### src/rtl/mem_access_pkg.sv
// Shared definitions for the byte-serial data memory initiator.
// The access-mode encodings match the data memory's own decode.
package mem_access_pkg;

  typedef enum logic [1:0] {
    IDLE   = 2'd0,
    ACCESS = 2'd1,
    DONE   = 2'd2
  } seq_state_t;

  localparam logic ADDR_MODE_BYTE = 1'b1;
  localparam logic ADDR_MODE_WORD = 1'b0;
  localparam int   BYTES_PER_WORD = 4;

  // True when the byte counter has reached the final byte of the access.
  function automatic logic is_last_byte(input logic mode, input logic [1:0] cnt);
    if (mode == ADDR_MODE_BYTE) begin
      return cnt == 2'd0;
    end
    return cnt == 2'(BYTES_PER_WORD - 1);
  endfunction

endpackage

### src/rtl/mem_access_sequencer_assembler.sv
// Load data assembly register: one 8-bit lane per byte of the word,
// lane selected by the sequencer's byte counter.
module byte_lane_assembler
  import mem_access_pkg::*;
(
  input  logic                        clk,
  input  logic                        rst_n,
  input  logic                        clear,
  input  logic                        wr_en,
  input  logic [1:0]                  lane,
  input  logic [7:0]                  byte_in,
  output logic [BYTES_PER_WORD*8-1:0] data
);

  genvar gi;
  generate
    for (gi = 0; gi < BYTES_PER_WORD; gi++) begin : g_lane
      logic [7:0] byte_reg;

      // Clear on a new request, otherwise capture the byte when this lane is addressed.
      always_ff @(posedge clk or negedge rst_n) begin
        if (!rst_n) begin
          byte_reg <= '0;
        end else if (clear) begin
          byte_reg <= '0;
        end else if (wr_en && (lane == 2'(gi))) begin
          byte_reg <= byte_in;
        end
      end

      assign data[gi*8 +: 8] = byte_reg;
    end
  endgenerate

endmodule

### src/rtl/mem_access_sequencer.sv
// Serialises one load/store request into little-endian byte accesses on an
// 8-bit memory port and returns the assembled word as a one-cycle response.
module mem_access_sequencer
  import mem_access_pkg::*;
#(
  parameter int ADDRESS_WIDTH = 32,
  parameter int DATA_WIDTH    = 32
) (
  input  logic                     clk,
  input  logic                     rst_n,
  input  logic                     req_valid,
  output logic                     req_ready,
  input  logic                     req_we,
  input  logic                     req_addr_mode,
  input  logic [ADDRESS_WIDTH-1:0] req_addr,
  input  logic [DATA_WIDTH-1:0]    req_wd,
  output logic                     resp_valid,
  output logic [DATA_WIDTH-1:0]    resp_rd,
  output logic                     busy,
  output logic                     mem_we,
  output logic [ADDRESS_WIDTH-1:0] mem_addr,
  output logic [7:0]               mem_wd,
  input  logic [7:0]               mem_rd
);

  localparam logic [1:0] ST_IDLE   = IDLE;
  localparam logic [1:0] ST_ACCESS = ACCESS;
  localparam logic [1:0] ST_DONE   = DONE;

  logic [1:0]               state_reg, state_next;
  logic [1:0]               cnt_reg, cnt_next;
  logic                     we_reg, we_next;
  logic                     mode_reg, mode_next;
  logic [ADDRESS_WIDTH-1:0] addr_reg, addr_next;
  logic [DATA_WIDTH-1:0]    wd_reg, wd_next;

  logic                     asm_clear;
  logic                     asm_wr;
  logic [DATA_WIDTH-1:0]    asm_data;

  // Next-state logic: capture in IDLE, walk the byte counter in ACCESS, one DONE cycle.
  always_comb begin
    state_next = state_reg;
    cnt_next   = cnt_reg;
    we_next    = we_reg;
    mode_next  = mode_reg;
    addr_next  = addr_reg;
    wd_next    = wd_reg;
    asm_clear  = 1'b0;
    case (state_reg)
      ST_IDLE: begin
        if (req_valid) begin
          we_next    = req_we;
          mode_next  = req_addr_mode;
          addr_next  = req_addr;
          wd_next    = req_wd;
          cnt_next   = 2'd0;
          asm_clear  = 1'b1;
          state_next = ST_ACCESS;
        end
      end
      ST_ACCESS: begin
        if (is_last_byte(mode_reg, cnt_reg)) begin
          state_next = ST_DONE;
        end else begin
          cnt_next = cnt_reg + 2'd1;
        end
      end
      ST_DONE: begin
        state_next = ST_IDLE;
      end
      default: begin
        state_next = ST_IDLE;
      end
    endcase
  end

  // State and captured request registers; reset aborts any request in flight.
  always_ff @(posedge clk or negedge rst_n) begin
    if (!rst_n) begin
      state_reg <= ST_IDLE;
      cnt_reg   <= '0;
      we_reg    <= 1'b0;
      mode_reg  <= 1'b0;
      addr_reg  <= '0;
      wd_reg    <= '0;
    end else begin
      state_reg <= state_next;
      cnt_reg   <= cnt_next;
      we_reg    <= we_next;
      mode_reg  <= mode_next;
      addr_reg  <= addr_next;
      wd_reg    <= wd_next;
    end
  end

  assign asm_wr = (state_reg == ST_ACCESS) && !we_reg;

  byte_lane_assembler u_assembler (
    .clk     (clk),
    .rst_n   (rst_n),
    .clear   (asm_clear),
    .wr_en   (asm_wr),
    .lane    (cnt_reg),
    .byte_in (mem_rd),
    .data    (asm_data)
  );

  // Output decode: memory port only active in ACCESS, response only in DONE.
  always_comb begin
    req_ready  = (state_reg == ST_IDLE);
    busy       = (state_reg != ST_IDLE) || req_valid;
    mem_we     = 1'b0;
    mem_addr   = '0;
    mem_wd     = 8'h00;
    resp_valid = 1'b0;
    resp_rd    = '0;
    if (state_reg == ST_ACCESS) begin
      mem_addr = addr_reg + ADDRESS_WIDTH'(cnt_reg);
      if (we_reg) begin
        mem_we = 1'b1;
        mem_wd = wd_reg[{cnt_reg, 3'b000} +: 8];
      end
    end
    if (state_reg == ST_DONE) begin
      resp_valid = 1'b1;
      if (!we_reg) begin
        resp_rd = (mode_reg == ADDR_MODE_BYTE) ? DATA_WIDTH'(asm_data[7:0]) : asm_data;
      end
    end
  end

endmodule

### config.mk
export PLATFORM = sky130hd
export DESIGN_NAME = mem_access_sequencer
export DESIGN_NICKNAME = d
export VERILOG_FILES = /design/src/rtl/mem_access_pkg.sv /design/src/rtl/mem_access_sequencer_assembler.sv /design/src/rtl/mem_access_sequencer.sv
export SDC_FILE = /design/constraint.sdc
export NUM_CORES = 1
export LEC_CHECK = 0
export BUFFER_PORTS_ARGS = -buffer_cell sky130_fd_sc_hd__buf_2
export CORE_MARGIN = 3
export CORE_UTILIZATION = 47
export CTS_CLUSTER_DIAMETER = 60
export DETAILED_ROUTE_END_ITERATION = 12
export GPL_TIMING_DRIVEN = 0
export PLACE_DENSITY = 0.76
export SYNTH_ARGS = -nofsm -noshare
export SYNTH_HDL_FRONTEND = slang
export SYNTH_SLANG_ARGS = --single-unit
### constraint.sdc
create_clock -name clk -period 2.5 [get_ports clk]
set_input_delay 0.375 -clock clk [delete_from_list [all_inputs] [get_ports clk]]
set_output_delay 0.375 -clock clk [all_outputs]
set_load 0.03 [all_outputs]
=== Word-level counts from Yosys, hierarchy flattened ===
Cells that the tools add are included.

* Bits of input ports: 77
* Output and inout bits: 76
* Word-level logic and storage cells: 69
* Flip-flop bits (word level): 102

* Reduce and logical (&&, ||, !) cells: 18
* Add/sub/neg operators: 2
* Shifts and indexed selects: 1
* Mux-type cells: 30
* Equal/unequal tests: 8

{| class="wikitable"
|+ Operators by type and width
! kind !! number
|-
| $mux W32 || 4
|-
| $mux W8 || 10
|-
| $add A32 B2 Y32 || 1
|-
| $shiftx A32 B6 Y8 || 1
|-
| $reduce_bool A2 Y1 || 6
|-
| $mux W1 || 10
|-
| $mux W2 || 4
|-
| $pmux W2 S2 || 2
|-
| $eq A2 B2 Y1 const B || 3
|-
| $ne A2 B2 Y1 const B || 3
|-
| $logic_and A1 B1 Y1 || 5
|-
| $eq A2 B1 Y1 const B || 2
|-
| $logic_not A2 Y1 || 2
|-
| $reduce_and A2 Y1 || 2
|-
| $reduce_and A3 Y1 || 1
|-
| $add A2 B1 Y2 const B || 1
|-
| $logic_not A1 Y1 || 1
|-
| $logic_or A1 B1 Y1 || 1
|}

=== Depth between registers and ports, before layout ===
* Depth in word-level cells: 6
* Gate-level depth with buffers: 8
* Depth with buffers taken out: 6

=== Modules after synthesis ===
A second synthesis with hierarchy kept.

* Cells, all modules: 498
* Area, all modules: 5525.3 µm²

{| class="wikitable"
|+ Modules (own cells, without submodules)
! module !! sequential area each (µm²) !! area an instance (µm²) !! cells an instance !! times used
|-
| mem_access_sequencer || 1751.7 || 4080.2 || 382 || 1
|-
| byte_lane_assembler || 800.8 || 1445.1 || 116 || 1
|}

=== Least setup slack after synthesis ===
Ideal clock, no wire load.

* Path type: register -> output
* From: register cnt_reg[0]
* To: output port mem_addr[24]
* Stages on the path, launching flop included: 8
* Arrival: 2.676 ns
* Buffers on the path: 1
* Required time: 2.125 ns
* Setup slack: -0.551 ns
* Cell sequence: dfrtp_1 > ha_1 > fa_1 > nand4_4 > or4_1 > buf_2 > or4_1 > a21oi_1

* Cells in the longest elaborated chain, start to end: 2

{| class="wikitable"
|+ RTL lines
! element !! line !! text
|-
| start: declaration || mem_access_sequencer.sv:31 || <nowiki>logic [1:0] cnt_reg, cnt_next;</nowiki>
|-
| start signal: assignment || mem_access_sequencer.sv:89 || <nowiki>cnt_reg <= cnt_next;</nowiki>
|-
| $add A32 B2 Y32 || mem_access_sequencer.sv:119 || <nowiki>mem_addr = addr_reg + ADDRESS_WIDTH'(cnt_reg);</nowiki>
|-
| $mux W32 || mem_access_sequencer.sv:118 || <nowiki>if (state_reg == ST_ACCESS) begin</nowiki>
|-
| end: declaration || mem_access_sequencer.sv:21 || <nowiki>output logic [ADDRESS_WIDTH-1:0] mem_addr,</nowiki>
|}

Every way passes these cells.

=== Worst setup path after layout ===
* From: register cnt_reg[0]
* To: output port mem_addr[22]

The elaborated chain is that of the path after synthesis.

==> flow_summary.ini <==
[place]
place_congestion = 0.8418
hpwlAfterDp_um = 10790
portBuffers = 152
dp_cells = 811

[layout]
fillCellCount = 866
finalNonFillerCells = 848
area_growth_pct = 35.93
regArea_um2 = 2562
layout.nets = 787
layout-drive-gt1-share_pct = 46.33
multi_input_area_um2 = 2919
antennaDiodeCount = 0

[route]
initialDrtViolationCount = 238
wl_per_cell_um = 17.73
remaining_drc_errors = 0
firstDrtPassIters = 5
drt_wl_total_um = 15040
vias = 4693
final_antenna_net_count = 0
viasPerCell = 5.534

[worst_setup_path]
max_stage_delay_ns = 0.51
critPathKind = flop to output pin
critPathTopFamily = simple AND/OR/NAND/NOR gates
end_kind = output pin
worst-path-buf-inv = 2
required_ns = 2.12
crit_chain = ha_4 > fa_2 > nand4_4 > or4_4 > buf_4 > or3_4 > a21oi_4 > buf_6
cp_slowest_cell = or4_4
cp.arrival_ns = 2.53
cp-start-kind = flop
critPathMaxFanout = 7

[flow_run]
maxCapViolations = 0

[logic_synthesis]
syn_area_um2 = 5294
yosysSeqAreaShare_pct = 48.22
synth_cells = 518
synth_area_leaders = dfrtp_1, mux2_2, nand2_1
ys_ff_latch = 102
synth_top_cell_by_area = dfrtp_1
synth_most_common_cell = dfrtp_1
synth_edf_count = 0
synth_ff_type = dfrtp_1
synth_nets = 602
synth_top_area_share_pct = 48.22
syn_area_per_cell_um2 = 10.22
async_flop_share_pct = 100.0
synth_common_cells = dfrtp_1, nand2_1, mux2_2, a21oi_1, and2_1
yosysWarningCount = 0
synth_cell_type_count = 34

[floorplan]
die_y_um = 112.1
start_util_pct = 48.41
core_um2 = 10940
pin_count = 153
fp-row-count = 38
die_area_um2 = 12570
fp.dieW_um = 112.1

[grt]
grtUsageTotal_pct = 23.98
grt_overflow_total = 0
antenna_found_initial = 0
grt_pass1_vias = 4836
grt_pass1_wl_um = 24270
grt_max_degree = 62

[clocking]
insertion_delay_ns = 0.35
cts_buffers = 9
clk_path_buf_depth = 2
htree_levels = 3
cts_sinks = 102
cts-root-buf = clkbuf_16
hold_buffers = 0
clkSlewWorstSetupHoldPaths_ns = 0.07
cts_tree = yes

[status]
status = finished, violations left
violations = negative setup slack

[timing]
finalClockSkew_ns = 0.006703
rsz0062_at_grt = true
period_needed_ns = 2.905
fmaxAchievable_ghz = 0.3442
fin_ws_ns = -0.4050
drv_slew = 0
setup_violations = 18
max_slew.worst_pin.slew_ns = 0.7273
hold_violations = 0
fin_crit_sh_pct = 116.2
maxSlewHeadroom_pct = 51.52

[worst_hold_path]
hold_path.class = input pin to async pin

[pwr]
power_density_nw_per_um2 = 1313
total_power_mw = 9.448
p_leak_nw = 3.240
peakVddDrop_uv = 682.0
==> where the power goes <==
part           total, mW  switching (mW)  internal [mW]
registers           3.15           0.701           2.45
clock network       1.35           0.637          0.708
logic               4.95            2.80           2.16
total               9.45            4.13           5.32
==> final cells by class <==
class	count	area share, %
Clock inverter	6	0.6086
Tap cell	140	2.434
Clock buffer	10	3.321
Timing Repair Buffer	178	15.21
Sequential cell	102	35.61
Inverter	7	0.3652
Multi-Input combinational cell	379	40.57
Buffer	26	1.878
==> layer usage <==
layer | vias up | wire [um] | global-route usage [%]
li1 | 2189 | - | -
met1 | 2329 | 6142 | 30.51
met2 | 152 | 7646 | 40.13
met3 | 23 | 967 | 5.499
met4 | 0 | 279 | 9.054
met5 | - | 0 | 0
==> through the flow <==
step / utilization [%] / hold WS (ns) / TNS [ns] / worst slack [ns] / instance area, um2
2_1_floorplan: - / 0.07941 / -0.5717 / -0.1187 / 5428
3_3_place_gp: 58.19 / 0.4853 / -5.284 / -0.4186 / 6364
3_5_place_dp: 58.47 / 0.4024 / -7.438 / -0.4503 / 6394
4_1_cts: 64.00 / 0.02773 / -4.946 / -0.4293 / 6999
5_1_grt: 65.80 / 0.04719 / -6.757 / -0.4826 / 7196
6_report: 65.80 / 0.01653 / -5.259 / -0.4050 / 7196
==> path summary, 6_finish.rpt <==
check                           slack (ns)  depth (start not counted)      endpoint         start
worst max-delay path                 -0.40                          8  mem_addr[22]    cnt_reg[0]
worst max register to register        0.20                          5  addr_reg[16]  state_reg[0]
worst min register to register        0.51                          1    wd_reg[25]    wd_reg[25]
max in group asynchronous             1.77                          2    cnt_reg[1]         rst_n
min in group clk                      0.23                          3   addr_reg[8]   req_addr[8]
worst min-delay path                  0.02                          1  addr_reg[15]         rst_n
==> cells by family (layout without fill, tap and decap cells) <==
group           after synthesis  after routing  share of synthesized area [%]
flops                       102            102                          48.22
xor+xnor                     11             11                          1.820
buf+inv                      38            227                          2.765
compound gates               79             79                          8.201
mux                          73             73                          17.16
simple gates                208            209                          20.04
fa+ha+maj                     7              7                          1.796
==> worst register-to-register path, cell delays in order (launching register included) <==
cell	delay (ns)
dfrtp_2	0.47
nor2_1	0.14
and2_1	0.17
clkbuf_1	0.47
clkbuf_1	0.53
mux2_2	0.41
==> cells in the final DEF (no fill, tap or decap), types with 4 or more instances in the layout <==
cell type	synthesis	routed
a21oi_1	51	38
a21oi_4	0	10
and2_1	42	42
and3_1	10	10
buf_2	3	131
buf_4	0	32
buf_6	0	13
clkbuf_1	23	13
clkbuf_16	0	9
clkbuf_2	0	5
clkbuf_4	0	4
dfrtp_1	102	94
dfrtp_2	0	8
ha_1	6	4
inv_1	7	7
mux2_2	62	62
mux4_2	8	8
nand2_1	85	85
nand3_1	8	8
nand4_1	7	7
nor2_1	20	20
o21ai_0	13	10
o31ai_1	10	5
or3_1	9	5
or3_4	0	5
or4_4	0	9
xnor2_1	8	8
==> timing repair <==
action | in CTS | in global routing
gates resized for setup | 63 | 38
cloned | 2 | 0
setup endpoints to repair | 96 | 108
pin swaps | 16 | 13
buffers inserted | 14 | 11
Note: power is estimated with default switching activity, not from simulation.
